`src/rtl/cnu_minsum_serial.sv`:
```
// ---------------------------------------------------------------------------
// cnu_minsum_serial
//   Serial offset min-sum check-node unit. Collects one sign-magnitude
//   variable-to-check message per cycle for a parity-check row. It keeps the
//   two smallest magnitudes, the position of the smallest, the XOR of all
//   signs and the per-edge signs. It then emits one check-to-variable message
//   per edge, in the same order and in sign-magnitude format.
//
// Ports
//   i_clk       clock, rising edge
//   i_rst_n     asynchronous active-low reset
//   i_valid     input message valid
//   o_ready     input accepted this cycle (high while collecting)
//   i_data      sign-magnitude input {sign, magnitude[DATA_W-2:0]}
//   i_last      final edge of the row, qualified by i_valid
//   o_valid     output message valid (high while emitting)
//   i_ready     downstream accepts the output message
//   o_data      sign-magnitude output message
//   o_last      final output edge of the row
//   o_overflow  one-cycle pulse: row closed at DEG_MAX edges without i_last
// ---------------------------------------------------------------------------
module cnu_minsum_serial #(
    parameter int DATA_W  = 8,
    parameter int DEG_MAX = 32,
    parameter int OFFSET  = 0
) (
    input  logic              i_clk,
    input  logic              i_rst_n,
    input  logic              i_valid,
    output logic              o_ready,
    input  logic [DATA_W-1:0] i_data,
    input  logic              i_last,
    output logic              o_valid,
    input  logic              i_ready,
    output logic [DATA_W-1:0] o_data,
    output logic              o_last,
    output logic              o_overflow
);

    localparam int MW = DATA_W - 1;
    localparam int IW = $clog2(DEG_MAX);
    // One extra bit so that a full-length row degree (DEG_MAX) is representable.
    localparam int CW = IW + 1;

    localparam logic S_COLLECT = 1'b0;
    localparam logic S_EMIT    = 1'b1;

    localparam logic [MW-1:0] MAG_MAX = '1;
    localparam logic [MW-1:0] OFF_M   = MW'(OFFSET);

    // Offset subtraction with clamp at zero.
    function automatic logic [MW-1:0] sub_offset_sat(input logic [MW-1:0] mag);
        return (mag > OFF_M) ? (mag - OFF_M) : '0;
    endfunction

    logic               state;
    logic [CW-1:0]      cnt;
    logic [CW-1:0]      k;
    logic [CW-1:0]      deg;
    logic [CW-1:0]      idx;
    logic [MW-1:0]      min1;
    logic [MW-1:0]      min2;
    logic               sgn_tot;
    logic               overflow;
    logic [DEG_MAX-1:0] sign_store;

    logic          in_xfer;
    logic          out_xfer;
    logic          cnt_at_max;
    logic          k_is_last;
    logic [MW-1:0] in_mag;
    logic          in_sgn;
    logic [MW-1:0] sel_mag;
    logic [MW-1:0] mag_o;
    logic          sign_o;

    assign in_mag     = i_data[MW-1:0];
    assign in_sgn     = i_data[DATA_W-1];
    assign in_xfer    = i_valid && (state == S_COLLECT);
    assign out_xfer   = (state == S_EMIT) && i_ready;
    assign cnt_at_max = (cnt == CW'(DEG_MAX - 1));
    assign k_is_last  = (k == deg - CW'(1));

    always_ff @(posedge i_clk or negedge i_rst_n) begin
        if (!i_rst_n) begin
            state    <= S_COLLECT;
            cnt      <= '0;
            k        <= '0;
            deg      <= '0;
            idx      <= '0;
            min1     <= MAG_MAX;
            min2     <= MAG_MAX;
            sgn_tot  <= 1'b0;
            overflow <= 1'b0;
        end else begin
            overflow <= in_xfer && !i_last && cnt_at_max;
            case (state)
                S_COLLECT: begin
                    if (in_xfer) begin
                        sgn_tot <= sgn_tot ^ in_sgn;
                        // Strict compares: an equal later magnitude never
                        // displaces the first minimum, it lands in min2.
                        if (in_mag < min1) begin
                            min2 <= min1;
                            min1 <= in_mag;
                            idx  <= cnt;
                        end else if (in_mag < min2) begin
                            min2 <= in_mag;
                        end
                        cnt <= cnt + CW'(1);
                        if (i_last || cnt_at_max) begin
                            state <= S_EMIT;
                            deg   <= cnt + CW'(1);
                            k     <= '0;
                        end
                    end
                end
                default: begin
                    if (out_xfer) begin
                        if (k_is_last) begin
                            // Reload the row accumulators on re-entry to COLLECT.
                            state   <= S_COLLECT;
                            cnt     <= '0;
                            min1    <= MAG_MAX;
                            min2    <= MAG_MAX;
                            sgn_tot <= 1'b0;
                        end else begin
                            k <= k + CW'(1);
                        end
                    end
                end
            endcase
        end
    end

    // Per-edge signs are pure data; every entry read in EMIT was written in
    // the same row, so no reset is needed.
    always_ff @(posedge i_clk) begin
        if (in_xfer) begin
            sign_store[cnt[IW-1:0]] <= in_sgn;
        end
    end

    // Output message from registered state and k only.
    always_comb begin
        sel_mag = (k == idx) ? min2 : min1;
        mag_o   = sub_offset_sat(sel_mag);
        // A zero magnitude is always reported positive.
        sign_o  = (mag_o != '0) && (sgn_tot ^ sign_store[k[IW-1:0]]);
    end

    assign o_ready    = (state == S_COLLECT);
    assign o_valid    = (state == S_EMIT);
    assign o_data     = (state == S_EMIT) ? {sign_o, mag_o} : '0;
    assign o_last     = (state == S_EMIT) && k_is_last;
    assign o_overflow = overflow;

endmodule

```
`config.mk`:
```
export PLATFORM = sky130hd
export DESIGN_NAME = cnu_minsum_serial
export DESIGN_NICKNAME = d
export VERILOG_FILES = /design/src/rtl/cnu_minsum_serial.sv
export SDC_FILE = /design/constraint.sdc
export NUM_CORES = 1
export LEC_CHECK = 0
export CAP_MARGIN = 20
export CORE_MARGIN = 2
export CORE_UTILIZATION = 36
export CTS_CLUSTER_DIAMETER = 50
export CTS_CLUSTER_SIZE = 14
export DETAILED_ROUTE_END_ITERATION = 7
export MAX_ROUTING_LAYER = met4
export SLEW_MARGIN = 20
export SYNTH_ARGS = -nofsm -noshare
export SYNTH_HDL_FRONTEND = slang
export SYNTH_SLANG_ARGS = --single-unit
```
`constraint.sdc`:
```
create_clock -name i_clk -period 3.2 [get_ports i_clk]
set_input_delay 0.64 -clock i_clk [delete_from_list [all_inputs] [get_ports i_clk]]
set_output_delay 0.64 -clock i_clk [all_outputs]
set_load 0.05 [all_outputs]
```
==> impl_metrics.toml, run 1 <==
[floorplanning]
fp.dieW_um = 111
start_util = 0.374
core_region_area_sq_um = 10900
design.portCount = 25
floorplan.die_area_sq_um = 12200
height_of_the_die_um = 111
std_cell_rows = 38

[cts]
cts.hold.buffers_added = 0
htree_levels = 3
worst_skew_late_latency_ns = 0.33
clkTransAtPathRegs_ns = 0.06
cts_tree = "built"
cts-root-to-sink-buffers = 2
numCtsBuffers = 9
clkSinkCount = 73
ctsRootBufferMaster = "sky130_fd_sc_hd__clkbuf_16"

[global_route]
gr-usage-met1 = 0.214
grt_first_pass_wirelength_mm = 15.9
grt.overflow.total = 0
grtUsageTotal = 0.167
maximum_number_of_pins_on_one_net_before_global_route_repair = 42
antenna_found_initial = 0
globalRouteMet3Util = 0.0280
grt_pass1_vias = 3167
gr-usage-met2 = 0.264
grt.busiest_layer = "met2"

[critical_path]
critical_path.slowest_cell = "sky130_fd_sc_hd__mux4_2"
timing.critical_path.depth = 8
worst-path-max-fanout = 5
endpoint_kind = "output port"
crit_required_ns = 2.56
worst-r2r-cell-count = 8
cp.arrival_ns = 2.52
worst-path-buf-inv = 2
crit_path_max_incr_delay_ns = 0.52
worst_setup_path_class = "reg -> out"
cell_type_group_with_the_largest_total_delay_on_the_critical_path = "compound AO/OA/AOI/OAI gates"
cp-start-kind = "flip-flop"
timing.critical_path.cells = "buf_12 -> mux4_2 -> o211ai_1 -> o211ai_1 -> nor3_1 -> xor2_1 -> a2111oi_4 -> buf_12"

[route]
dr.first_iter.drc_count = 173
drt_wl_total_mm = 9.32
route.detailed.wl_per_inst_um = 16.3
drt_first_pass_iters = 4
via_count = 3030
post_drt_via_cell_ratio = 5.30
drc = 0
drt.antenna.violating_nets = 0

[logic_synthesis]
post_synth_edffs = 32
synth-seq-area-share = 0.491
synth.ff_latch_count = 73
ys_async_sr_fraction = 0.562
post_synth_inst_count = 391
synth_fp_nets = 422
yosys_most_used_dff = "sky130_fd_sc_hd__edfxtp_1"
cell_area_synth_sq_um = 4090
synth_cell_type_count = 50
synth-warning-count = 0
post_synth.cell_area_avg_sq_um = 10.5

[hold_path]
min-delay-path-class = "in -> async"

[job]
maxCapViolations = 0

[pwr]
highest_ir_drop_seen_on_vdd_mv = 0.937
p_leak_nw = 2.06
cell_pwr_density_nw_per_um2 = 1100
total_power_mw = 5.42

[timing]
fin_skew_ns = 0.00426
post-route-period-util = 0.989
fmax_mhz = 316
hold_ws_ns = 0.441
rsz0062_at_grt = "true"
drv_slew = 0
final-hold-violation-count = 0
slew_headroom = 0.385
final_period_minus_worst_setup_slack_ns = 3.16
timing.final.setup_violations = 0
timing_worst_slew_pin_value_ns = 0.922
worst_slack_ns = 0.0354

[cells_and_area]
final_net_count = 458
synthToLayoutAreaGrowth_pct = 21.0
postLayoutCellArea_sq_um = 4950
diodes = 0
drive_above_1_share = 0.190
layout.core_utilization = 0.452

[place]
port_buffers = 24
place_worst_setup_slack_ns = 0.256
dp_hpwl_mm = 6.78
placed_cell_area_sq_um = 4680
gp_routability_congestion = 0.834

[status]
result_of_the_run = "completed"
[Yosys cell counts, drive strengths merged (2+ instances only)]
master | number | share of area
nor3 | 5 | 0.0061
nand3 | 8 | 0.0098
nand2 | 29 | 0.027
buf | 7 | 0.0089
nand3b | 4 | 0.0073
mux2i | 17 | 0.042
nor2 | 65 | 0.060
o21ai | 17 | 0.022
o31ai | 4 | 0.0073
xnor2 | 5 | 0.011
a21oi | 22 | 0.027
or4 | 3 | 0.0064
dfstp | 14 | 0.090
nor4 | 5 | 0.0077
nand2b | 4 | 0.0061
dfrtp | 27 | 0.17
edfxtp | 32 | 0.24
nor2b | 4 | 0.0061
nand4 | 5 | 0.0077
a22oi | 2 | 0.0037
a31oi | 2 | 0.0031
o211ai | 6 | 0.011
xor2 | 14 | 0.030
a21o | 2 | 0.0037
mux2 | 8 | 0.023
or3 | 4 | 0.0061
ha | 18 | 0.055
clkbuf | 11 | 0.010
mux4 | 7 | 0.039
inv | 22 | 0.020
a311oi | 6 | 0.013
[cell type report]
class | instances | area [sq um]
fillers | 1052 | 5990
flip-flops and latches | 73 | 2000
multi-input cells | 278 | 1940
repair buffers | 43 | 480
clock buffers | 9 | 225
well taps | 140 | 175
inverters | 22 | 82.6
clock inverters | 7 | 37.5
[cells in the final DEF (no fill, tap or decap), types with 2 or more instances in the layout]
cell type	netlist	layout
sky130_fd_sc_hd__clkinvlp_4	0	2
sky130_fd_sc_hd__o21ai_0	16	16
sky130_fd_sc_hd__a22oi_1	2	2
sky130_fd_sc_hd__clkinv_2	0	3
sky130_fd_sc_hd__mux2_2	7	7
sky130_fd_sc_hd__a31oi_1	2	2
sky130_fd_sc_hd__inv_1	22	22
sky130_fd_sc_hd__a21o_1	2	2
sky130_fd_sc_hd__buf_12	0	10
sky130_fd_sc_hd__nand2b_1	4	4
sky130_fd_sc_hd__clkbuf_16	0	9
sky130_fd_sc_hd__clkinv_1	0	2
sky130_fd_sc_hd__or3_1	4	4
sky130_fd_sc_hd__mux2i_1	17	17
sky130_fd_sc_hd__nor3_1	5	5
sky130_fd_sc_hd__nand4_1	5	5
sky130_fd_sc_hd__dfrtp_1	27	27
sky130_fd_sc_hd__dfstp_2	14	14
sky130_fd_sc_hd__nor2_1	64	64
sky130_fd_sc_hd__xor2_1	14	14
sky130_fd_sc_hd__nor2b_1	4	4
sky130_fd_sc_hd__mux4_2	7	7
sky130_fd_sc_hd__a21oi_1	22	22
sky130_fd_sc_hd__xnor2_1	5	5
sky130_fd_sc_hd__buf_4	1	18
sky130_fd_sc_hd__nand2_1	28	28
sky130_fd_sc_hd__edfxtp_1	32	32
sky130_fd_sc_hd__nor4_1	5	5
sky130_fd_sc_hd__or4_1	2	2
sky130_fd_sc_hd__nand3_1	8	8
sky130_fd_sc_hd__clkdlybuf4s50_1	0	14
sky130_fd_sc_hd__o31ai_1	4	4
sky130_fd_sc_hd__nand3b_1	4	4
sky130_fd_sc_hd__ha_1	18	18
sky130_fd_sc_hd__o211ai_1	6	6
sky130_fd_sc_hd__a311oi_1	6	6
[sequential cells by signal (all words and copies together), names as in the netlist]
signal	count
sign_store	32
deg	6
cnt	6
o_valid	1
o_overflow	1
sgn_tot	1
k	6
min1	7
min2	7
idx	6
[layer usage]
layer  wire (um)  vias to the layer above
li1            -                     1477
met1        4330                     1485
met2        4540                       59
met3         312                        9
met4         132                        0
met5           0                        -
[report_power, final]
group	leakage (nW)	internal, mW	switching (mW)
Sequential	0.794	1.23	0.210
Clock	0.126	0.514	0.380
Combinational	1.14	1.35	1.73
Total	2.06	3.09	2.32
[logic make-up after synthesis]
group	after synthesis	synth area share
flip-flops	73	0.491
buffers and inverters	40	0.0392
multiplexers	32	0.103
AO/OA/AOI/OAI	69	0.111
adder cells (fa/ha/maj)	18	0.0551
AND/OR/NAND/NOR	140	0.161
XOR/XNOR	19	0.0407
[stage by stage]
stage	cells	setup TNS [ns]
after CTS	572	0
final	572	0
after floorplan	391	0
after global placement	555	0
after global routing	572	-0.134
after detailed placement	555	0
[worst paths after layout]
path	slack [ns]	to	from
min in group i_clk	0.50	deg[5]	deg[5]
setup / recovery	0.04	o_data[7]	k[0]
hold / removal	0.44	o_valid	i_rst_n
max in group asynchronous	2.18	cnt[2]	i_rst_n
hold reg to reg	0.50	deg[5]	deg[5]
setup reg to reg	0.74	min1[6]	deg[0]
[repair_timing]
item | CTS | global route
endpoints found under the setup margin | 1 | 1
resized for setup | 0 | 0
pin swaps | 1 | 0
buffers inserted | 1 | 0
(Power assumes the default switching activity.)
==> inputs of run 2 (changes only) <==
CTS_CLUSTER_SIZE = unset   (was 14)
==> results of run 2 <==
Same layout as run 1: the final DEF is identical, and so are final timing and power.
==> inputs of run 3 (changes only) <==
CAP_MARGIN = 10   (was 20)
==> results of run 3 <==
Same layout as run 1: the final DEF is identical, and so are final timing and power.
